$ cat src/rtl/priority_scan_pkg.sv
// Shared types for the priority scan encoder: FSM state, beat register layout
// and the index-width helper.
package priority_scan_pkg;

  localparam int IDX_MAX_W = 16;

  function automatic int idx_w(input int n);
    return (n <= 2) ? 1 : $clog2(n);
  endfunction

  typedef enum logic {IDLE = 1'b0, SCAN = 1'b1} state_t;

  // idx is sized for the widest supported vector; the top uses the low W bits
  typedef struct packed {
    logic [IDX_MAX_W-1:0] idx;
    logic                 last;
    logic                 none;
  } beat_t;

endpackage

$ cat src/rtl/priority_scan_encoder_pick.sv
// Combinational priority pick: index of the highest (or lowest) set bit,
// plus any-set and exactly-one-set flags.
module priority_pick
  import priority_scan_pkg::*;
#(
  parameter int N         = 8,
  parameter int LSB_FIRST = 0,
  localparam int W        = idx_w(N)
) (
  input  logic [N-1:0] vec,
  output logic [W-1:0] idx,
  output logic         found,
  output logic         single
);

  // Later loop iterations overwrite earlier ones, so the loop direction sets priority
  always_comb begin
    idx = '0;
    if (LSB_FIRST != 0) begin
      for (int i = N - 1; i >= 0; i--)
        if (vec[i]) idx = W'(i);
    end else begin
      for (int i = 0; i < N; i++)
        if (vec[i]) idx = W'(i);
    end
  end

  assign found  = |vec;
  assign single = found && ((vec & (vec - N'(1))) == '0);

endmodule

$ cat src/rtl/priority_scan_encoder.sv
// Sequential priority encoder: one beat per set bit of a captured vector.
// Optional PRIORITY_SCAN_COUNT_EN adds out_count / out_remaining ports.
module priority_scan_encoder
  import priority_scan_pkg::*;
#(
  parameter int N         = 8,
  parameter int LSB_FIRST = 0,
  localparam int W        = idx_w(N)
) (
  input  logic         clk,
  input  logic         rst_n,
  input  logic         in_valid,
  output logic         in_ready,
  input  logic [N-1:0] in_vec,
  output logic         out_valid,
  input  logic         out_ready,
  output logic [W-1:0] out_idx,
  output logic         out_last,
  output logic         out_none,
`ifdef PRIORITY_SCAN_COUNT_EN
  output logic [W:0]   out_count,
  output logic [W:0]   out_remaining,
`endif
  output logic         busy
);

  state_t       state;
  beat_t        beat, nb;
  logic [N-1:0] pending, nxt;
  logic [W-1:0] pick_idx;
  logic         pick_found, pick_single;
  logic         take, fire;

  assign take = (state == IDLE) && in_valid;
  assign fire = (state == SCAN) && out_ready;

  // The picker looks at what pending will be next cycle, so the following
  // beat is ready to register on the same edge that retires the current one.
  always_comb begin
    nxt = pending;
    if (take)      nxt = in_vec;
    else if (fire) nxt = pending & ~(N'(1) << beat.idx[W-1:0]);
  end

  priority_pick #(.N(N), .LSB_FIRST(LSB_FIRST)) u_pick (
    .vec    (nxt),
    .idx    (pick_idx),
    .found  (pick_found),
    .single (pick_single)
  );

  always_comb begin
    nb.idx  = IDX_MAX_W'(pick_idx);
    nb.last = !pick_found || pick_single;
    nb.none = !pick_found;
  end

  always_ff @(posedge clk or negedge rst_n) begin
    if (!rst_n) begin
      state   <= IDLE;
      pending <= '0;
      beat    <= '0;
    end else if (take) begin
      state   <= SCAN;
      pending <= nxt;
      beat    <= nb;
    end else if (fire) begin
      if (beat.last) begin
        state   <= IDLE;
        pending <= '0;
        beat    <= '0;
      end else begin
        pending <= nxt;
        beat    <= nb;
      end
    end
  end

  assign in_ready  = (state == IDLE);
  assign out_valid = (state == SCAN);
  assign busy      = (state == SCAN);
  assign out_idx   = beat.idx[W-1:0];
  assign out_last  = beat.last;
  assign out_none  = beat.none;

  if (W < IDX_MAX_W) begin : g_pad
    logic unused_hi;
    assign unused_hi = ^beat.idx[IDX_MAX_W-1:W];
  end

`ifdef PRIORITY_SCAN_COUNT_EN
  logic [W:0] pop;

  always_comb begin
    pop = '0;
    for (int i = 0; i < N; i++) pop = pop + (W+1)'(in_vec[i]);
  end

  // A zero vector still owes its single none beat
  always_ff @(posedge clk or negedge rst_n) begin
    if (!rst_n) begin
      out_count     <= '0;
      out_remaining <= '0;
    end else if (take) begin
      out_count     <= pop;
      out_remaining <= (pop == '0) ? (W+1)'(1) : pop;
    end else if (fire) begin
      out_remaining <= out_remaining - (W+1)'(1);
    end
  end
`endif

endmodule

$ cat config.mk
export PLATFORM = sky130hd
export DESIGN_NAME = priority_scan_encoder
export DESIGN_NICKNAME = d
export VERILOG_FILES = /design/src/rtl/priority_scan_pkg.sv /design/src/rtl/priority_scan_encoder_pick.sv /design/src/rtl/priority_scan_encoder.sv
export SDC_FILE = /design/constraint.sdc
export NUM_CORES = 1
export LEC_CHECK = 0
export CORE_UTILIZATION = 53
export DETAILED_ROUTE_END_ITERATION = 10
export PLACE_DENSITY_LB_ADDON = 0.1
export SETUP_SLACK_MARGIN = 0.15
export SYNTH_ARGS = -nofsm -noshare
export SYNTH_HDL_FRONTEND = slang
export SYNTH_SLANG_ARGS = --single-unit
$ cat constraint.sdc
create_clock -name clk -period 4 [get_ports clk]
set_clock_uncertainty 0.15 [all_clocks]
set_input_delay 0.6 -clock clk [delete_from_list [all_inputs] [get_ports clk]]
set_output_delay 0.6 -clock clk [all_outputs]
set_load 0.1 [all_outputs]
* After elaboration in Yosys (flattened, before gate mapping)
Index checks and enable logic that the tools add are counted.
** Operators by class
- Shift operators :: 1
- Bitwise operators :: 4
- Reductions and logical operators :: 10
- $add $sub $neg :: 1
- Multiplexer cells :: 18
** Operators by type and width (number)
- $mux W8 :: 5
- $and A8 B8 Y8 :: 2
- $mux W5 :: 3
- $mux W3 :: 4
- $logic_not A8 Y1 :: 1
- $not A8 Y8 :: 1
- $reduce_or A8 Y1 :: 1
- $shl A1 B3 Y8 const A :: 1
- $sub A8 B1 Y8 const B :: 1
- $mux W1 :: 4
- $mux W2 :: 2
- $reduce_bool A2 Y1 :: 2
- $logic_and A1 B1 Y1 :: 3
- $reduce_and A2 Y1 :: 1
- $logic_not A1 Y1 :: 1
- $logic_or A1 B1 Y1 :: 1
- $not A1 Y1 :: 1
** Storage, ports and cells
- Register bits :: 14
- Output and inout bits :: 8
- Input bits :: 12

* Depth between registers and ports, before layout
- Depth after elaboration :: 15
- Gate-level depth with buffers :: 7

* By module
A second synthesis with hierarchy kept.
** Second synthesis, totals
- Cell total of the unflattened synthesis :: 124
- Area total of the unflattened synthesis :: 993.5 um^2
** Modules (own cells, without submodules)
- priority_scan_encoder :: times used 1, area each 842.1 um^2, sequential area each 350.3 um^2, cells an instance 100
- priority_pick :: times used 1, area each 151.4 um^2, sequential area each 0.0 um^2, cells an instance 24

* Worst setup path after synthesis
No wires, ideal clock.
- Path kind :: reg2reg
- Start :: register state, in the netlist busy
- End :: register beat, in the netlist out_last
- Library setup time :: 0.120 ns
- Arrival :: 2.214 ns
- Setup slack :: 1.516 ns
- Required time :: 3.730 ns
- Cell stages (with the launch flop) :: 8
- Buffers on the path :: 1
- Path through :: dfrtp_1 > nand2b_4 > buf_4 > mux2i_1 > nand2_1 > a211oi_1 > o21ai_1 > a31o_1
** On the way
- Cells in the longest elaborated chain, start to end :: 11
- Elaborated cells between the ends (all ways) :: 16
- Those cells by class :: add/sub: 1; mux: 5; bitwise: 2; reduce/logical: 8
** RTL lines
- start, declared :: RTL line priority_scan_encoder.sv:27 : state_t state;
- start signal, assigned :: RTL line priority_scan_encoder.sv:60 : state <= IDLE;
- start signal, assigned :: RTL line priority_scan_encoder.sv:64 : state <= SCAN;
- start signal, assigned :: RTL line priority_scan_encoder.sv:69 : state <= IDLE;
- $logic_and A1 B1 Y1 or $not A1 Y1 (tied branches) :: RTL line priority_scan_encoder.sv:35, priority_scan_encoder.sv:34
- $mux W8 or $logic_and A1 B1 Y1 (tied branches) :: RTL line priority_scan_encoder.sv:42, priority_scan_encoder.sv:34
- $mux W8 :: RTL line priority_scan_encoder.sv:41 : if (take) nxt = in_vec;
- $sub A8 B1 Y8 :: RTL line priority_scan_encoder_pick.sv:29 : assign single = found && ((vec & (vec - N'(1))) == '0);
- $and A8 B8 Y8 :: RTL line priority_scan_encoder_pick.sv:29
- $logic_not A8 Y1 :: RTL line priority_scan_encoder_pick.sv:29
- $logic_and A1 B1 Y1 :: RTL line priority_scan_encoder_pick.sv:29
- $logic_or A1 B1 Y1 :: RTL line priority_scan_encoder.sv:54 : nb.last = !pick_found || pick_single;
- $mux W5 :: RTL line priority_scan_encoder.sv:68 : if (beat.last) begin
- $mux W5 :: RTL line priority_scan_encoder.sv:67 : end else if (fire) begin
- $mux W5 :: RTL line priority_scan_encoder.sv:63 : end else if (take) begin
- end signal, assigned :: RTL line priority_scan_encoder.sv:66 : beat <= nb;
- end signal, assigned :: RTL line priority_scan_encoder.sv:74 : beat <= nb;
- end, declared :: RTL line priority_scan_encoder.sv:28 : beat_t beat, nb;
Several ways; a longest one is shown, not always the timed one. The select of a mux whose other input is x is not followed.
A chain may end at the register's enable or synchronous reset.

* Final worst setup path
- Start :: register state, in the netlist busy
- End :: output busy
** RTL lines
- end, declared :: RTL line priority_scan_encoder.sv:24 : output logic busy
No word-level cell between the ends.

==> results.toml <==
[global_routing]
grt_pass1_vias = 964
grt_use_total_pct = 27.0
grt_max_degree = 16
gr-total-overflow = 0
grt_pass1_wl_um = 4310
grt_antenna_before_repair = 0

[synth]
synth-edff-count = 0
syn_nets = 149
synthCells = 137
ys_warn_count = 0
ys.flop_type = "dfrtp_1"
synthArstFlopShare_pct = 100
synth-seq-cells = 14
ys_seq_area_share_pct = 31.8
avgSynthCellArea_um2 = 8.05
synth_area_um2 = 1100
synth_cell_type_count = 45

[clocking]
tritoncts = "built"
cts_setup_buffers = 0
cts.repair.resized = 0
worstSkewPairLatency_ns = 0.28
holdBufCountCts = 0
clk_path_buf_depth = 2
cts_root_buf = "clkbuf_4"
cts-buffers-inserted = 3
htree_levels = 1
numClockSinks = 14
cts.clk_slew.worst_paths_ns = 0.09

[floorplan]
start_util_pct = 56.2
num_rows = 16
die_h_um = 47.6
dieArea_um2 = 2270
die_w_um = 47.6
io_pins = 20
core_area_um2 = 1960

[routing]
via_per_inst = 6.23
routedWlPerCell_um = 15.6
drc = 0
dr.first_iter.drc_count = 34
wirelength_um = 2770
drt_pass1_iterations = 4
ant_nets = 0
vias = 1103

[sta]
worst_pin_slew_ns = 0.988
fin_crit_sh_pct = 73.8
finalSetupViolations = 0
hold_viol = 0
timing.setup.tns_ns = 0
rsz0062_at_grt = "false"
fin_crit_ns = 2.95
slew_headroom_pct = 33.9
max_freq_mhz = 339
drv_slew = 0
fin_ws_ns = 1.05

[outcome]
status = "finished, final reports clean"

[worst_setup_path]
cpPeakStageDelay_ns = 1.24
critPathTopFamily = "buffers and inverters"
required_ns = 3.25
arrival_ns = 2.20
crit_type = "register to output pin"
cp_max_fo = 15
startpoint_type = "register"
cp_cell_sequence = "clkdlybuf4s50_1"
crit_buf_inv = 1
critPathSlowestCell = "clkdlybuf4s50_1"
end_kind = "output pin"

[placed_design]
io_buffers = 19
place_area_um2 = 1270
place_ws_ns = 1.25
place_congestion = 0.929
dp_hpwl_um = 2020

[power]
clkPwrFrac_pct = 6.8
netSwitchingPower_uw = 686
p_comb_share_pct = 66.5
power_density_nw_per_um2 = 929
intPower_uw = 515
seqPwrFrac_pct = 26.7
vdd_drop_max_uv = 549
power_mw = 1.20
sw_frac_of_total_pct = 57.1
leakagePower_nw = 0.586

[final_layout]
fin_area_um2 = 1290
nets = 164
drive_gt1_share_pct = 11.3
syn_to_final_growth_pct = 17.3
antenna_cells = 0

[hold_path]
hold_path_class = "register to register"

[job]
max_cap_violations = 0
[worst paths after layout]
kind                       slack (ns)        from          to  depth (start not counted)
max in group asynchronous        2.72       rst_n  out_idx[2]                          1
min                              0.35  pending[6]  pending[6]                          2
min in group asynchronous        0.56       rst_n  pending[2]                          1
min reg2reg                      0.35  pending[6]  pending[6]                          2
max                              1.05        busy        busy                          1
max reg2reg                      1.72        busy    out_last                          6
[cell type report]
class	instances	area, µm²
flip-flops and latches	14	350
clock buffers	3	22.5
inverters	5	18.8
well taps	27	33.8
repair buffers	19	190
fillers	185	669
multi-input cells	109	677
[metal layers]
metal / GRT usage [%] / routed length, µm / vias up
li1: - / - / 526
met1: 38.2 / 1260 / 530
met2: 42.2 / 1290 / 40
met3: 3.77 / 157 / 7
met4: 8.89 / 53 / 0
met5: 0 / 0 / -
[metrics by stage]
step,utilization (%),cells,hold WS [ns]
finish,65.9,177,0.354
global route,65.9,177,0.383
CTS,65.9,177,0.363
detailed placement,64.7,174,0.342
global placement,64.7,174,0.331
floorplan,-,137,0.154
[cells in the mapped netlist, drive strengths merged (2+ instances only)]
library cell   n  area share, %
nand3          4            2.3
nor2b          3            2.4
a31oi          4            2.3
nor2          11            4.0
nor3           2           0.91
a22o           7            5.7
o211ai         3            2.5
nand4          2            1.1
buf            7            4.1
dfrtp         14             32
inv            5            1.7
mux2i          4            3.6
o21ai         12            5.4
nand2b         2            1.8
nand2         32             11
a21oi          5            2.6
clkbuf         2            1.0
or3            2            1.1
[worst register-to-register path: cells and delay by family (launching register included)]
kind            cells  cell delay, ns
mux                 1            0.25
compound gates      3            0.66
flops               1            0.68
simple gates        2            0.44
[sequential cells by signal, summed over array words and instances (netlist names)]
name      count
out_none      1
out_idx       3
busy          1
out_last      1
pending       8
[power groups by stage]
stage                     Clock [mW]  Sequential (mW)  Combinational, mW
final                         0.0818            0.320              0.799
after detailed placement           0            0.320              0.791
after global routing          0.0887            0.332              0.859
after floorplan                    0            0.433              0.523
after global placement             0            0.318              0.783
after CTS                     0.0829            0.317              0.795
[cells by family (layout without fill, tap and decap cells)]
group / after synthesis / in the layout / share of synthesized area (%)
compound gates: 42 / 42 / 28.2
mux: 5 / 5 / 4.65
buf+inv: 14 / 27 / 6.81
flops: 14 / 14 / 31.8
simple gates: 62 / 62 / 28.6
[cells in the final DEF (no fill, tap or decap), drive strengths merged, types with 2 or more instances in the layout]
| cell | instances |
|---|---|
| inv | 5 |
| mux2i | 4 |
| nor2 | 11 |
| dfrtp | 14 |
| nor2b | 3 |
| o211ai | 3 |
| nand4 | 2 |
| a31oi | 4 |
| a21oi | 5 |
| clkbuf | 3 |
| clkdlybuf4s50 | 19 |
| o21ai | 12 |
| a22o | 7 |
| nand3 | 4 |
| or3 | 2 |
| nand2b | 2 |
| nand2 | 32 |
| nor3 | 2 |
Power figures use the tool's default switching activity.
